===== src/rtl/spk_out_fifo_pkg.sv =====
// Shared spike-word definitions used by the work controller, the spike output
// buffer and the router interface.
package spk_out_fifo_pkg;
    localparam int SPK_SW        = 24;
    localparam int SPK_FW        = SPK_SW / 3;
    localparam int SPK_DEPTH     = 16;
    localparam int SPK_AF_MARGIN = 4;
    localparam int SPK_CW        = 16;

    // Neuron coordinate as carried on spk_neuid / out_data.
    typedef struct packed {
        logic [SPK_FW-1:0] z;
        logic [SPK_FW-1:0] y;
        logic [SPK_FW-1:0] x;
    } spk_coord_t;
endpackage


===== src/rtl/sync_fifo_mem.sv =====
// Register-array storage for the spike FIFO: one synchronous write port and
// one asynchronous read port, so the head word falls through without latency.
module sync_fifo_mem #(
    parameter int SW    = 24,
    parameter int DEPTH = 16,
    parameter int AW    = 4
) (
    input  logic          clk,
    input  logic          wr_en,
    input  logic [AW-1:0] wr_addr,
    input  logic [SW-1:0] wr_data,
    input  logic [AW-1:0] rd_addr,
    output logic [SW-1:0] rd_data
);
    logic [SW-1:0] mem [DEPTH];

    always_ff @(posedge clk) begin
        if (wr_en) begin
            mem[wr_addr] <= wr_data;
        end
    end

    assign rd_data = mem[rd_addr];
endmodule


===== src/rtl/spk_out_fifo.sv =====
// Spike output buffer: queues fired neuron coordinates for the router and
// raises a registered almost-full flag that pauses the neuron sweep.
module spk_out_fifo
    import spk_out_fifo_pkg::*;
#(
    parameter int SW        = SPK_SW,
    parameter int DEPTH     = SPK_DEPTH,
    parameter int AW        = 4,
    parameter int AF_MARGIN = SPK_AF_MARGIN,
    parameter int CW        = SPK_CW
) (
    input  logic          clk,
    input  logic          rst_n,
    input  logic          spk_vld,
    input  logic [SW-1:0] spk_neuid,
    output logic          spk_out_config_full,
    output logic          out_vld,
    output logic [SW-1:0] out_data,
    input  logic          out_rdy,
    output logic          busy,
    output logic [CW-1:0] drop_cnt,
    input  logic          drop_clr
);
    localparam logic [AW:0] FULL_LVL = (AW+1)'(DEPTH);
    localparam logic [AW:0] AF_LVL   = (AW+1)'(DEPTH - AF_MARGIN);
    localparam logic [CW-1:0] DROP_MAX = {CW{1'b1}};

    // Handshake: a word moves to the router on any cycle with out_vld && out_rdy;
    // out_vld never depends on out_rdy and out_data holds while stalled.
    logic [AW-1:0] wr_ptr;
    logic [AW-1:0] rd_ptr;
    logic [AW:0]   count;
    logic [AW:0]   count_next;
    logic          pop;
    logic          push_acc;
    logic          drop;

    assign out_vld  = (count != '0);
    assign busy     = out_vld;
    assign pop      = out_vld & out_rdy;
    // A full buffer still takes a spike when the head leaves in the same cycle.
    assign push_acc = spk_vld & ((count != FULL_LVL) | pop);
    assign drop     = spk_vld & ~push_acc;

    assign count_next = count + (AW+1)'(push_acc) - (AW+1)'(pop);

    always_ff @(posedge clk or negedge rst_n) begin
        if (!rst_n) begin
            wr_ptr              <= '0;
            rd_ptr              <= '0;
            count               <= '0;
            spk_out_config_full <= 1'b0;
        end else begin
            if (push_acc) begin
                wr_ptr <= wr_ptr + AW'(1);
            end
            if (pop) begin
                rd_ptr <= rd_ptr + AW'(1);
            end
            count               <= count_next;
            spk_out_config_full <= (count_next >= AF_LVL);
        end
    end

    // Clear wins over a same-cycle drop, which is then not counted.
    always_ff @(posedge clk or negedge rst_n) begin
        if (!rst_n) begin
            drop_cnt <= '0;
        end else if (drop_clr) begin
            drop_cnt <= '0;
        end else if (drop && (drop_cnt != DROP_MAX)) begin
            drop_cnt <= drop_cnt + CW'(1);
        end
    end

    sync_fifo_mem #(
        .SW    (SW),
        .DEPTH (DEPTH),
        .AW    (AW)
    ) u_mem (
        .clk     (clk),
        .wr_en   (push_acc),
        .wr_addr (wr_ptr),
        .wr_data (spk_neuid),
        .rd_addr (rd_ptr),
        .rd_data (out_data)
    );
endmodule


===== config.mk =====
export PLATFORM = sky130hd
export DESIGN_NAME = spk_out_fifo
export DESIGN_NICKNAME = d
export VERILOG_FILES = /design/src/rtl/spk_out_fifo_pkg.sv /design/src/rtl/sync_fifo_mem.sv /design/src/rtl/spk_out_fifo.sv
export SDC_FILE = /design/constraint.sdc
export NUM_CORES = 1
export LEC_CHECK = 0
export BUFFER_PORTS_ARGS = -buffer_cell sky130_fd_sc_hd__clkbuf_2
export CAP_MARGIN = 20
export CORE_AREA = 2 2 194 196
export DETAILED_ROUTE_END_ITERATION = 12
export DIE_AREA = 0 0 196 198
export SETUP_SLACK_MARGIN = 0.4
export SLEW_MARGIN = 20
export SYNTH_ARGS = -nofsm -noshare
export SYNTH_HDL_FRONTEND = slang
export SYNTH_SLANG_ARGS = --single-unit

===== constraint.sdc =====
create_clock -name clk -period 6.72 [get_ports clk]
set_clock_uncertainty 0.2 [all_clocks]
set_input_delay 1.68 -clock clk [delete_from_list [all_inputs] [get_ports clk]]
set_output_delay 1.68 -clock clk [all_outputs]
set_load 0.005 [all_outputs]

# Word level (Yosys, flattened, before mapping)
# Memories as Yosys holds them, arrays and structs flattened.
# Cells that the tools add are included.
op_classes:
  n_lt_le_gt_ge: 1
  bitwise_logic: 5
  n_mux: 4
  addsub: 5
  reduce_logical: 3
  n_eq_ne: 2
op_table:
  columns: ["operator", "n"]
  rows:
  - ["16-bit two-way mux", 2]
  - ["16-bit by 1-bit adder with 16-bit output (second input constant)", 1]
  - ["16-bit != test (second input constant)", 1]
  - ["4-bit by 1-bit adder with 4-bit output (second input constant)", 2]
  - ["5-bit by 1-bit adder with 5-bit output", 1]
  - ["5-bit by 4-bit greater-or-equal comparator with 1-bit output (second input constant)", 1]
  - ["5-bit != test (second input constant)", 1]
  - ["5-bit nonzero test", 1]
  - ["5-bit by 1-bit subtractor with 5-bit output", 1]
  - ["1-bit AND", 3]
  - ["1-bit two-way mux", 2]
  - ["2-bit nonzero test", 1]
  - ["1-bit logical AND", 1]
  - ["1-bit inverter", 1]
  - ["1-bit bitwise OR", 1]
word_totals:
  mem_count: 1
  register_bits: 30
  mem_bits_rw: 384
mem_list:
  columns: ["name", "words", "word_bits", "rd", "rd_ports_with_merged_regs", "write_ports", "line_no", "text"]
  rows:
  - ["u_mem.mem", 16, 24, 1, 0, 1, "sync_fifo_mem.sv:15", "logic [SW-1:0] mem [DEPTH];"]

# Logic depth before layout (Yosys ltp)
# Gate-level depths: netlist (run 1).
depth:
  ltp_word: 9
  depth_mapped: 14
  depth_no_buf: 14

# Modules after synthesis
# Synthesis (run 1) repeated with hierarchy kept, for this count alone.
hier_totals:
  cells_unflattened: 779
  hier_area_um2: 16130.5
by_module_without_submodules:
  columns: ["mod", "seq_area_each_um2", "area_each_um2", "cells_per_inst", "instances"]
  rows:
  - ["sync_fifo_mem", 11531.1, 14450.1, 612, 1]
  - ["spk_out_fifo", 750.7, 1680.4, 167, 1]

# Worst setup path after synthesis (run 1)
# Ideal clock, no wire load.
synth_path:
  path_type: "input to register"
  start: "input port out_rdy"
  end: "memory u_mem.mem[3][0] (enable)"
  setup_slack_ps: 2017
  setup_time_ps: 435
  cell_stages: 4
  arrival_ps: 4068
  path_cell_list: "nor4b_4 a21boi_1 nand2_1 nor3_1"
synth_via:
  elab_chain_cells: 5
synth_rtl:
  columns: ["item", "line_no", "text"]
  rows:
  - ["start, declared", "spk_out_fifo.sv:19", "input logic out_rdy,"]
  - ["1-bit AND", "spk_out_fifo.sv:40", "assign pop = out_vld & out_rdy;"]
  - ["1-bit bitwise OR", "spk_out_fifo.sv:42", "assign push_acc = spk_vld & ((count != FULL_LVL) | pop);"]
  - ["1-bit AND", "spk_out_fifo.sv:42", null]
  - ["1-bit two-way mux", "sync_fifo_mem.sv:18", "if (wr_en) begin"]
  - ["1-bit two-way mux (not written as such)", "sync_fifo_mem.sv:19", "mem[wr_addr] <= wr_data;"]
  - ["end, declared", "sync_fifo_mem.sv:15", null]
# No other way between the ends.

# Final worst setup path (run 1)
layout_path:
  start: "register rd_ptr[1]"
  end: "output port out_data[21]"
layout_via:
  elab_chain_cells: 1
layout_rtl:
  columns: ["item", "line_no", "text"]
  rows:
  - ["start, declared", "spk_out_fifo.sv:31", "logic [AW-1:0] rd_ptr;"]
  - ["start signal, assigned", "spk_out_fifo.sv:58", "rd_ptr <= rd_ptr + AW'(1);"]
  - ["memory read 16 x 24 bit", null, null]
  - ["end, declared", "spk_out_fifo.sv:18", "output logic [SW-1:0] out_data,"]
# No other way between the ends.

==> out/qor.yml, run 1 <==
floorplanning:
  fp-row-count: 71
  fp.dieH_um: 198
  ios: 72
  dieWidth_um: 196
  start_util_pct: 44.0
  core_sq_mm: 0.0370
  die_area_sq_mm: 0.0388
cts:
  cts_tree: "yes"
  cts_made_buffers: 43
  htreeDepth: 2
  clkTransAtPathRegs_ns: 0.06
  clockRootBuffer: "clkbuf_16"
  cts_hold_buf: 0
  cts_resized: 0
  cts_num_sinks: 414
  clock_latency_ns: 0.53
  cts_buffer_depth: 3
  cts_setup_buffers: 0
timing:
  setup_violations: 0
  rsz0062_at_grt: "false"
  tns_ns: 0
  slew_viol_final: 0
  hold_viol_final: 0
  fin_crit_ns: 5.10
  worst_pin_slew_ns: 1.09
  slew_headroom_pct: 27.6
  fmax_ghz: 0.196
  min_period_over_period_pct: 75.9
final_layout:
  num_antenna_cells: 0
  num-fill-cells: 2887
  nets: 870
  syn2layout_area_growth_pct: 15.1
  drive_gt1_share_pct: 36.0
  final-instance-count-excl-fill: 1335
logic_synthesis:
  syn_nets: 768
  synth_top_flop_cell: "edfxtp_1"
  async_reset_ff_share_pct: 7.25
  synthesis.area_sq_mm: 0.0163
  syn_inst: 726
  ys_ff_latch: 414
  ys_top_cells_by_area: "edfxtp_1 (71%), mux4_2 (17%), dfrtp_1 (4.6%), ha_1 (0.92%), mux2_1 (0.55%)"
  synth.top_cell.area_share_pct: 70.9
  synth.distinct_cells: 47
  postSynthAreaPerCell_sq_um: 22.4
  synth-edff-count: 384
  yosysWarnings: 0
  yosys.area.top_type: "edfxtp_1"
  ys_seq_area_share_pct: 75.6
route:
  m1WireLength_um: 14000
  highest_layer: "met4"
  met3WireLength_um: 1630
  vias: 7547
  first_iter_violations: 500
  route.detailed.drc: 0
  wire_per_inst_um: 24.8
  ant_nets: 0
  drt_pass1_iterations: 5
  met2WireLength_um: 17000
  wirelength_um: 33200
  via_per_inst: 5.65
worst_hold_path:
  hold_path.class: "reg2reg"
global_route:
  grt_max_degree: 73
  grt_usage_pct: 17.6
  antenna_found_initial: 0
  gr-total-overflow: 0
  grt_pass1_vias: 8059
  grt_first_pass_wirelength_um: 50100
worst_setup_path:
  crit_arrival_ns: 3.22
  cp.required_ns: 4.84
  end_kind: "output port"
  crit_type: "reg2out"
  worst-r2r-setup-slack_ns: 3.26
  path_max_fanout: 72
  crit_path_start_kind: "flop"
run_status:
  status: "finished, final reports clean"
power_and_ir_drop:
  power.leakage_nw: 6.13
  peakVddDrop_mv: 0.213
  p_per_area_mw_per_mm2: 412
place:
  gp_congestion: 0.821
  dp_hpwl_um: 19000
  port_buffers: 71
  dp_cells: 1257
job:
  max-cap-violations: 0
==> final timing paths <==
kind                                 from          endpoint  depth (start not counted)
min in group asynchronous           rst_n      drop_cnt[14]                          1
max in group asynchronous           rst_n         rd_ptr[1]                          1
worst min-delay path             count[0]          count[0]                          1
worst min register to register   count[0]          count[0]                          1
worst max-delay path            rd_ptr[1]      out_data[21]                          4
worst max register to register   count[3]  u_mem.mem[3][19]                          7
==> per-stage QoR <==
| step | hold WS [ns] | worst slack, ns | utilization [%] | area, sq um | power [mW] |
|---|---|---|---|---|---|
| finish | 0.402 | 1.62 | 50.6 | 18700 | 7.71 |
| global placement | 0.369 | 2.12 | 46.7 | 17200 | 5.33 |
| global route | 0.426 | 1.46 | 50.6 | 18700 | 8.07 |
| floorplan | 0.349 | 2.02 | - | 16300 | 4.72 |
| CTS | 0.403 | 1.54 | 50.6 | 18700 | 7.83 |
| detailed placement | 0.382 | 2.11 | 46.7 | 17200 | 5.39 |
==> cell type report <==
class	instances	area (sq um)	share of cell area, %
Clock buffer	48	1120	5.96
Clock inverter	30	355	1.90
Inverter	12	45.0	0.241
Multi-Input combinational cell	264	3780	20.2
Sequential cell	414	12300	65.7
Tap cell	474	593	3.17
Timing Repair Buffer	93	533	2.85
==> cell usage in the layout (no fill, tap or decap), drive strengths merged, types with 4 or more instances in the layout <==
cell type,synthesis,routed
clkinvlp,0,6
inv,12,14
edfxtp,384,384
clkbuf,16,119
mux4,120,120
dfrtp,30,30
clkinv,0,15
nand3,7,7
mux2,10,10
o31ai,4,4
nor4,7,7
nor3,8,8
xnor2,7,7
nor2b,8,8
nor2,24,24
a21oi,6,6
nand4,6,6
or4,4,4
bufinv,0,7
nand2b,6,6
nand2,12,12
ha,12,12
buf,20,22
==> flip-flops by register name, indices dropped and copies added, names as in the netlist <==
name	flops
count	5
spk_out_config_full	1
u_mem.mem	384
wr_ptr	4
drop_cnt	16
rd_ptr	4
==> logic make-up after synthesis <==
logic type | after synthesis | share of synthesized area [%]
AO/OA/AOI/OAI | 19 | 0.801
XOR/XNOR | 9 | 0.485
adder cells (fa/ha/maj) | 13 | 1.05
buffers and inverters | 48 | 1.48
flip-flops | 414 | 75.6
multiplexers | 131 | 17.4
AND/OR/NAND/NOR | 92 | 3.24
==> where the power goes <==
group          switching, mW  leakage (nW)  total (mW)  internal (mW)
sequential             0.277          3.85        3.38           3.11
combinational          0.871          1.57        1.90           1.03
clock                  0.960         0.704        2.43           1.47
total                   2.11          6.13        7.71           5.61
==> metal layers <==
| metal | global-route usage, % | up-vias |
|---|---|---|
| met3 | 3.12 | 44 |
| met4 | 4.24 | 0 |
| met2 | 30.3 | 217 |
| li1 | - | 3253 |
| met1 | 23.7 | 4033 |
| met5 | 0 | - |
==> worst max-delay path: stages, from the launching register on <==
cell      delay (ns)
dfrtp_4         1.11
buf_4           0.52
mux4_2          0.37
mux4_2          0.50
clkbuf_2        0.14
==> cells in the mapped netlist, types with 2 or more instances <==
cell type	instances
a21oi_1	6
and3_1	2
buf_1	3
buf_2	12
buf_8	3
clkbuf_1	16
dfrtp_1	30
edfxtp_1	384
ha_1	12
inv_1	12
mux2_1	8
mux2_2	2
mux4_2	120
nand2_1	12
nand2b_1	6
nand3_1	6
nand4_1	6
nor2_1	24
nor2b_1	8
nor3_1	7
nor4_1	6
nor4b_2	2
o31ai_1	4
or2_2	2
or4_1	4
xnor2_1	7
xor2_1	2
Power figures use the tool's default switching activity.
==> run 2: changes to the inputs <==
==> constraint.sdc (replaced) <==
create_clock -name clk -period 4.3 [get_ports clk]
set_clock_uncertainty 0.2 [all_clocks]
set_input_delay 1.075 -clock clk [delete_from_list [all_inputs] [get_ports clk]]
set_output_delay 1.075 -clock clk [all_outputs]
set_load 0.005 [all_outputs]
==> run 2 against run 1 <==
Non-clock buffer count rose by 14. Cell count rose by 0.82%. Clock power rose by 47%. Routed wire length rose by 3.4%. First-iteration DRC count rose by 36%. Global-route usage fell by 0.053 points. Hold slack got worse by 0.13 ns. Die area did not move. Via count rose by 2.1%. Critical path depth rose by 1. Critical path type unchanged.
==> out/qor.yml, run 2 (synthesis results as in run 1) <==
run_status:
  status: "finished, final reports clean"
global_route:
  grt_max_degree: 51
  antenna_found_initial: 0
  grt_usage_pct: 17.6
  gr-total-overflow: 0
  grt_pass1_vias: 7945
  grt_first_pass_wirelength_um: 49500
cts:
  cts_num_sinks: 414
  clockRootBuffer: "clkbuf_16"
  cts_buffer_depth: 3
  clock_latency_ns: 0.55
  clkTransAtPathRegs_ns: 0.05
  cts_tree: "yes"
  htreeDepth: 2
  cts_made_buffers: 43
worst_hold_path:
  whs_path_depth: 1
  min_to: "rd_ptr[3]"
  hold_path.class: "reg2reg"
  hold_start: "rd_ptr[3]"
place:
  dp_cells: 1263
  place_area_sq_mm: 0.0174
  dp_hpwl_um: 18500
  port_buffers: 71
  pre_cts_ws_ns: 0.402
  gp_congestion: 0.806
final_layout:
  layout_common_cells: "edfxtp_1 (384), mux4_2 (120), clkbuf_2 (71)"
  multi_input_area_sq_mm: 0.00381
  num-fill-cells: 2890
  final-instance-count-excl-fill: 1346
  nets: 884
  num_antenna_cells: 0
  largest_register: "u_mem.mem"
  stdcell_area_sq_mm: 0.0189
  reg_top3: "u_mem.mem (384), drop_cnt (16), count (5)"
  syn2layout_area_growth_pct: 16.3
  largest_reg_flops: 384
  final_util_pct: 51.1
  final_common_cell: "edfxtp_1"
  seq_area_sq_mm: 0.0123
  drive_gt1_share_pct: 36.1
route:
  first_iter_violations: 679
  vias: 7707
  wirelength_um: 34300
  drt_pass1_iterations: 5
  via_per_inst: 5.73
  route.detailed.drc: 0
  wire_per_inst_um: 25.5
  ant_nets: 0
timing:
  hold_viol_final: 0
  whs_ns: 0.268
  fin_crit_ns: 3.82
  tns_ns: 0
  worst_pin_slew_ns: 0.785
  rsz0062_at_grt: "false"
  min_period_over_period_pct: 88.7
  slew_headroom_pct: 47.6
  fmax_ghz: 0.262
  setup_violations: 0
  slew_viol_final: 0
  fin_ws_ns: 0.484
floorplanning:
  die_area_sq_mm: 0.0388
  ios: 72
  dieWidth_um: 196
  core_sq_mm: 0.0370
  fp-row-count: 71
  fp.dieH_um: 198
  start_util_pct: 44.0
worst_setup_path:
  r2r_start: "count[2]"
  rr_worst_depth: 14
  cp.required_ns: 3.02
  crit_path_start_kind: "flop"
  crit_type: "reg2out"
  path_max_fanout: 24
  crit_arrival_ns: 2.54
  worst-r2r-setup-slack_ns: 0.90
  worstReg2RegEnd: "spk_out_config_full"
  end_kind: "output port"
job:
  max-cap-violations: 0
power_and_ir_drop:
  p_total_mw: 12.2
  power.leakage_nw: 6.22
  switching_share_pct: 28.3
  p_clk_share_pct: 29.4
  p_per_area_mw_per_mm2: 644
  p_sw_mw: 3.44
  peakVddDrop_mv: 0.424
  internal_power_mw: 8.72
  pwr-share-seq_pct: 42.0
  p_comb_share_pct: 28.6
==> run 2: per-layer routing <==
layer	GRT usage, %	wire [um]
met1	23.4	14300
met2	29.9	17500
met3	3.12	1870
met4	5.16	693
met5	0	0
==> run 2: what timing repair did <==
action                                  4_1_cts  5_1_grt
cloned                                        0        4
setup buffers                                 1        3
resized for setup                             2        0
hold buffers                                  0        0
endpoints found under the setup margin       14       24
==> run 2: area by class of cell <==
cell class | instances | area share, %
repair buffers | 107 | 4.24
inverters | 12 | 0.238
clock inverters | 20 | 1.26
flip-flops and latches | 414 | 65.0
well taps | 474 | 3.14
clock buffers | 55 | 5.93
multi-input cells | 264 | 20.1
==> run 2: worst max-delay path: stages, from the launching register on <==
cell	delay, ns
dfrtp_4	0.45
buf_12	0.14
clkbuf_16	0.25
mux4_2	0.53
mux4_2	0.49
clkbuf_2	0.13
==> run 2: how the worst max path moves through the flow <==
stage,from,end,cells after the start
2_1_floorplan,out_rdy,u_mem.mem[15][0],4
3_5_place_dp,out_rdy,spk_out_config_full,13
4_1_cts,rd_ptr[0],out_data[10],4
6_report,rd_ptr[0],out_data[16],5
5_1_grt,rd_ptr[0],out_data[9],5
3_3_place_gp,out_rdy,spk_out_config_full,13
==> run 2: power by group through the flow <==
stage | Clock (mW) | Sequential, mW | Combinational, mW
after floorplan | 0 | 5.02 | 2.36
after global placement | 0 | 5.18 | 3.23
after detailed placement | 0 | 5.22 | 3.31
after CTS | 3.65 | 5.11 | 3.37
after global routing | 3.80 | 5.14 | 3.74
final | 3.58 | 5.10 | 3.48
==> run 3: changes to the inputs <==
--- a/config.mk
+++ b/config.mk
@@ -10,6 +10,7 @@
 export CORE_AREA = 2 2 194 196
 export DETAILED_ROUTE_END_ITERATION = 12
 export DIE_AREA = 0 0 196 198
+export PLACE_DENSITY = 0.64
 export SETUP_SLACK_MARGIN = 0.4
 export SLEW_MARGIN = 20
 export SYNTH_ARGS = -nofsm -noshare
==> run 3 against run 2 <==
Routed wire length fell by 3.3%. Count of clock-buffer cells in the layout fell by 4. Largest power group unchanged. Die area did not move. Fmax fell by 0.83%. Critical path depth did not move. Design area rose by 0.80%. Core utilization rose by 0.41 points. Highest routed layer is now met5. Setup slack got worse by 0.032 ns.
==> out/qor.yml, run 3 (synthesis results as in run 1) <==
final_layout:
  drive_gt1_share_pct: 35.5
  nets: 881
  stdcell_area_sq_mm: 0.0190
  layout_common_cells: "edfxtp_1 (384), mux4_2 (120), clkbuf_2 (71)"
  reg_top3: "u_mem.mem (384), drop_cnt (16), count (5)"
  num-fill-cells: 2875
  num_antenna_cells: 0
  syn2layout_area_growth_pct: 17.2
  final_common_cell: "edfxtp_1"
  largest_register: "u_mem.mem"
  largest_reg_flops: 384
timing:
  fin_crit_ns: 3.85
  min_period_over_period_pct: 89.5
  slew_headroom_pct: 46.4
  setup_violations: 0
  fmax_ghz: 0.260
  slew_viol_final: 0
  worst_pin_slew_ns: 0.804
  hold_viol_final: 0
  fin_ws_ns: 0.452
  tns_ns: 0
  rsz0062_at_grt: "true"
cts:
  clockRootBuffer: "clkbuf_16"
  cts_made_buffers: 43
  cts_buffer_depth: 3
  htreeDepth: 2
  clock_latency_ns: 0.56
  cts_num_sinks: 414
  cts_tree: "yes"
  cts_hold_buf: 0
  clkTransAtPathRegs_ns: 0.06
worst_setup_path:
  r2r_start: "count[2]"
  worstReg2RegEnd: "spk_out_config_full"
  crit_arrival_ns: 2.57
  worst-r2r-setup-slack_ns: 0.96
  cpMostUsedCell: "mux4_2"
  path_max_fanout: 8
  cp_slowest_cell: "dfrtp_4"
  end_kind: "output port"
  cp_num_buf_inv: 3
  crit_type: "reg2out"
  cp.required_ns: 3.02
  slowest_delay_ns: 0.54
  path_delay_family: "multiplexers"
  crit_path_start_kind: "flop"
  crit_chain: "buf_6, clkbuf_16, mux4_2, mux4_2, clkbuf_2"
  rr_worst_depth: 14
route:
  wire_per_inst_um: 24.6
  drt_pass1_iterations: 5
  first_iter_violations: 602
  vias: 7628
  route.detailed.drc: 0
  ant_nets: 0
  via_per_inst: 5.67
  wirelength_um: 33200
global_route:
  grt_usage_pct: 17.4
  grt_first_pass_wirelength_um: 48900
  gr-total-overflow: 0
  grt_pass1_vias: 7882
  grt_max_degree: 41
  antenna_found_initial: 2
power_and_ir_drop:
  peakVddDrop_mv: 0.371
  switching_share_pct: 27.9
  p_comb_share_pct: 29.1
  pwr-share-seq_pct: 41.9
  p_clk_share_pct: 29.0
  p_sw_mw: 3.40
  p_total_mw: 12.2
  p_per_area_mw_per_mm2: 640
  internal_power_mw: 8.78
  power.leakage_nw: 6.23
place:
  dp_hpwl_um: 17300
  place_area_sq_mm: 0.0175
  pre_cts_ws_ns: 0.459
  port_buffers: 71
  gp_congestion: 0.764
floorplanning:
  ios: 72
  core_sq_mm: 0.0370
  dieWidth_um: 196
  start_util_pct: 44.0
  fp.dieH_um: 198
  die_area_sq_mm: 0.0388
  fp-row-count: 71
job:
  max-cap-violations: 0
worst_hold_path:
  hold_start: "rd_ptr[3]"
  hold_path.class: "reg2reg"
  whs_path_depth: 1
  min_to: "rd_ptr[3]"
run_status:
  status: "finished, final reports clean"
## run 3: cell types whose count changed in the layout (fill, tap and decap cells not counted), sizes merged
cell    previous run  this run
clkinv            12        20
clkbuf           130       125
buf               32        30
inv               15        13
## run 3: final cells by class
| cell class | instances | area [sq um] | share of cell area [%] |
|---|---|---|---|
| Timing Repair Buffer | 104 | 917 | 4.82 |
| Tap cell | 474 | 593 | 3.11 |
| Sequential cell | 414 | 12300 | 64.5 |
| Clock inverter | 26 | 208 | 1.09 |
| Clock buffer | 51 | 1130 | 5.92 |
| Inverter | 12 | 45.0 | 0.236 |
| Multi-Input combinational cell | 264 | 3870 | 20.3 |
## run 3: worst max-delay path by stage
stage | startpoint | end | slack (ns) | cells after the start
floorplan | out_rdy | u_mem.mem[15][0] | 0.84 | 4
global placement | out_rdy | spk_out_config_full | 0.50 | 13
detailed placement | out_rdy | spk_out_config_full | 0.46 | 13
CTS | rd_ptr[0] | out_data[0] | 0.34 | 4
global route | rd_ptr[0] | out_data[20] | 0.39 | 4
finish | rd_ptr[0] | out_data[2] | 0.45 | 5
## run 3: timing repair
action | in CTS | in global routing
buffers inserted | 2 | 3
endpoints found under the setup margin | 24 | 20
endpoints found under the hold margin | 0 | 0
gates resized for setup | 3 | 4
cloned | 1 | 4
## run 3: stage by stage
step / cells / hold slack (ns) / util [%]
CTS: 1338 / 0.276 / 51.2
detailed placement: 1258 / 0.264 / 47.3
floorplan: 726 / 0.349 / -
global route: 1345 / 0.290 / 51.5
global placement: 1258 / 0.264 / 47.3
finish: 1345 / 0.272 / 51.5
## run 3: power groups by stage
stage | Clock, mW | Sequential [mW] | Combinational [mW]
after floorplan | 0 | 5.02 | 2.36
after global placement | 0 | 5.21 | 3.30
after detailed placement | 0 | 5.23 | 3.33
after CTS | 3.62 | 5.11 | 3.47
after global routing | 3.75 | 5.15 | 3.82
final | 3.53 | 5.11 | 3.54
## run 3: metal layers
| layer | vias up | share of wire (%) | global-route usage, % |
|---|---|---|---|
| met1 | 4052 | 43 | 23.8 |
| li1 | 3278 | - | - |
| met3 | 59 | 6.2 | 3.39 |
| met4 | 2 | 2.4 | 6.20 |
| met5 | - | 0.039 | 0 |
| met2 | 237 | 48 | 28.2 |
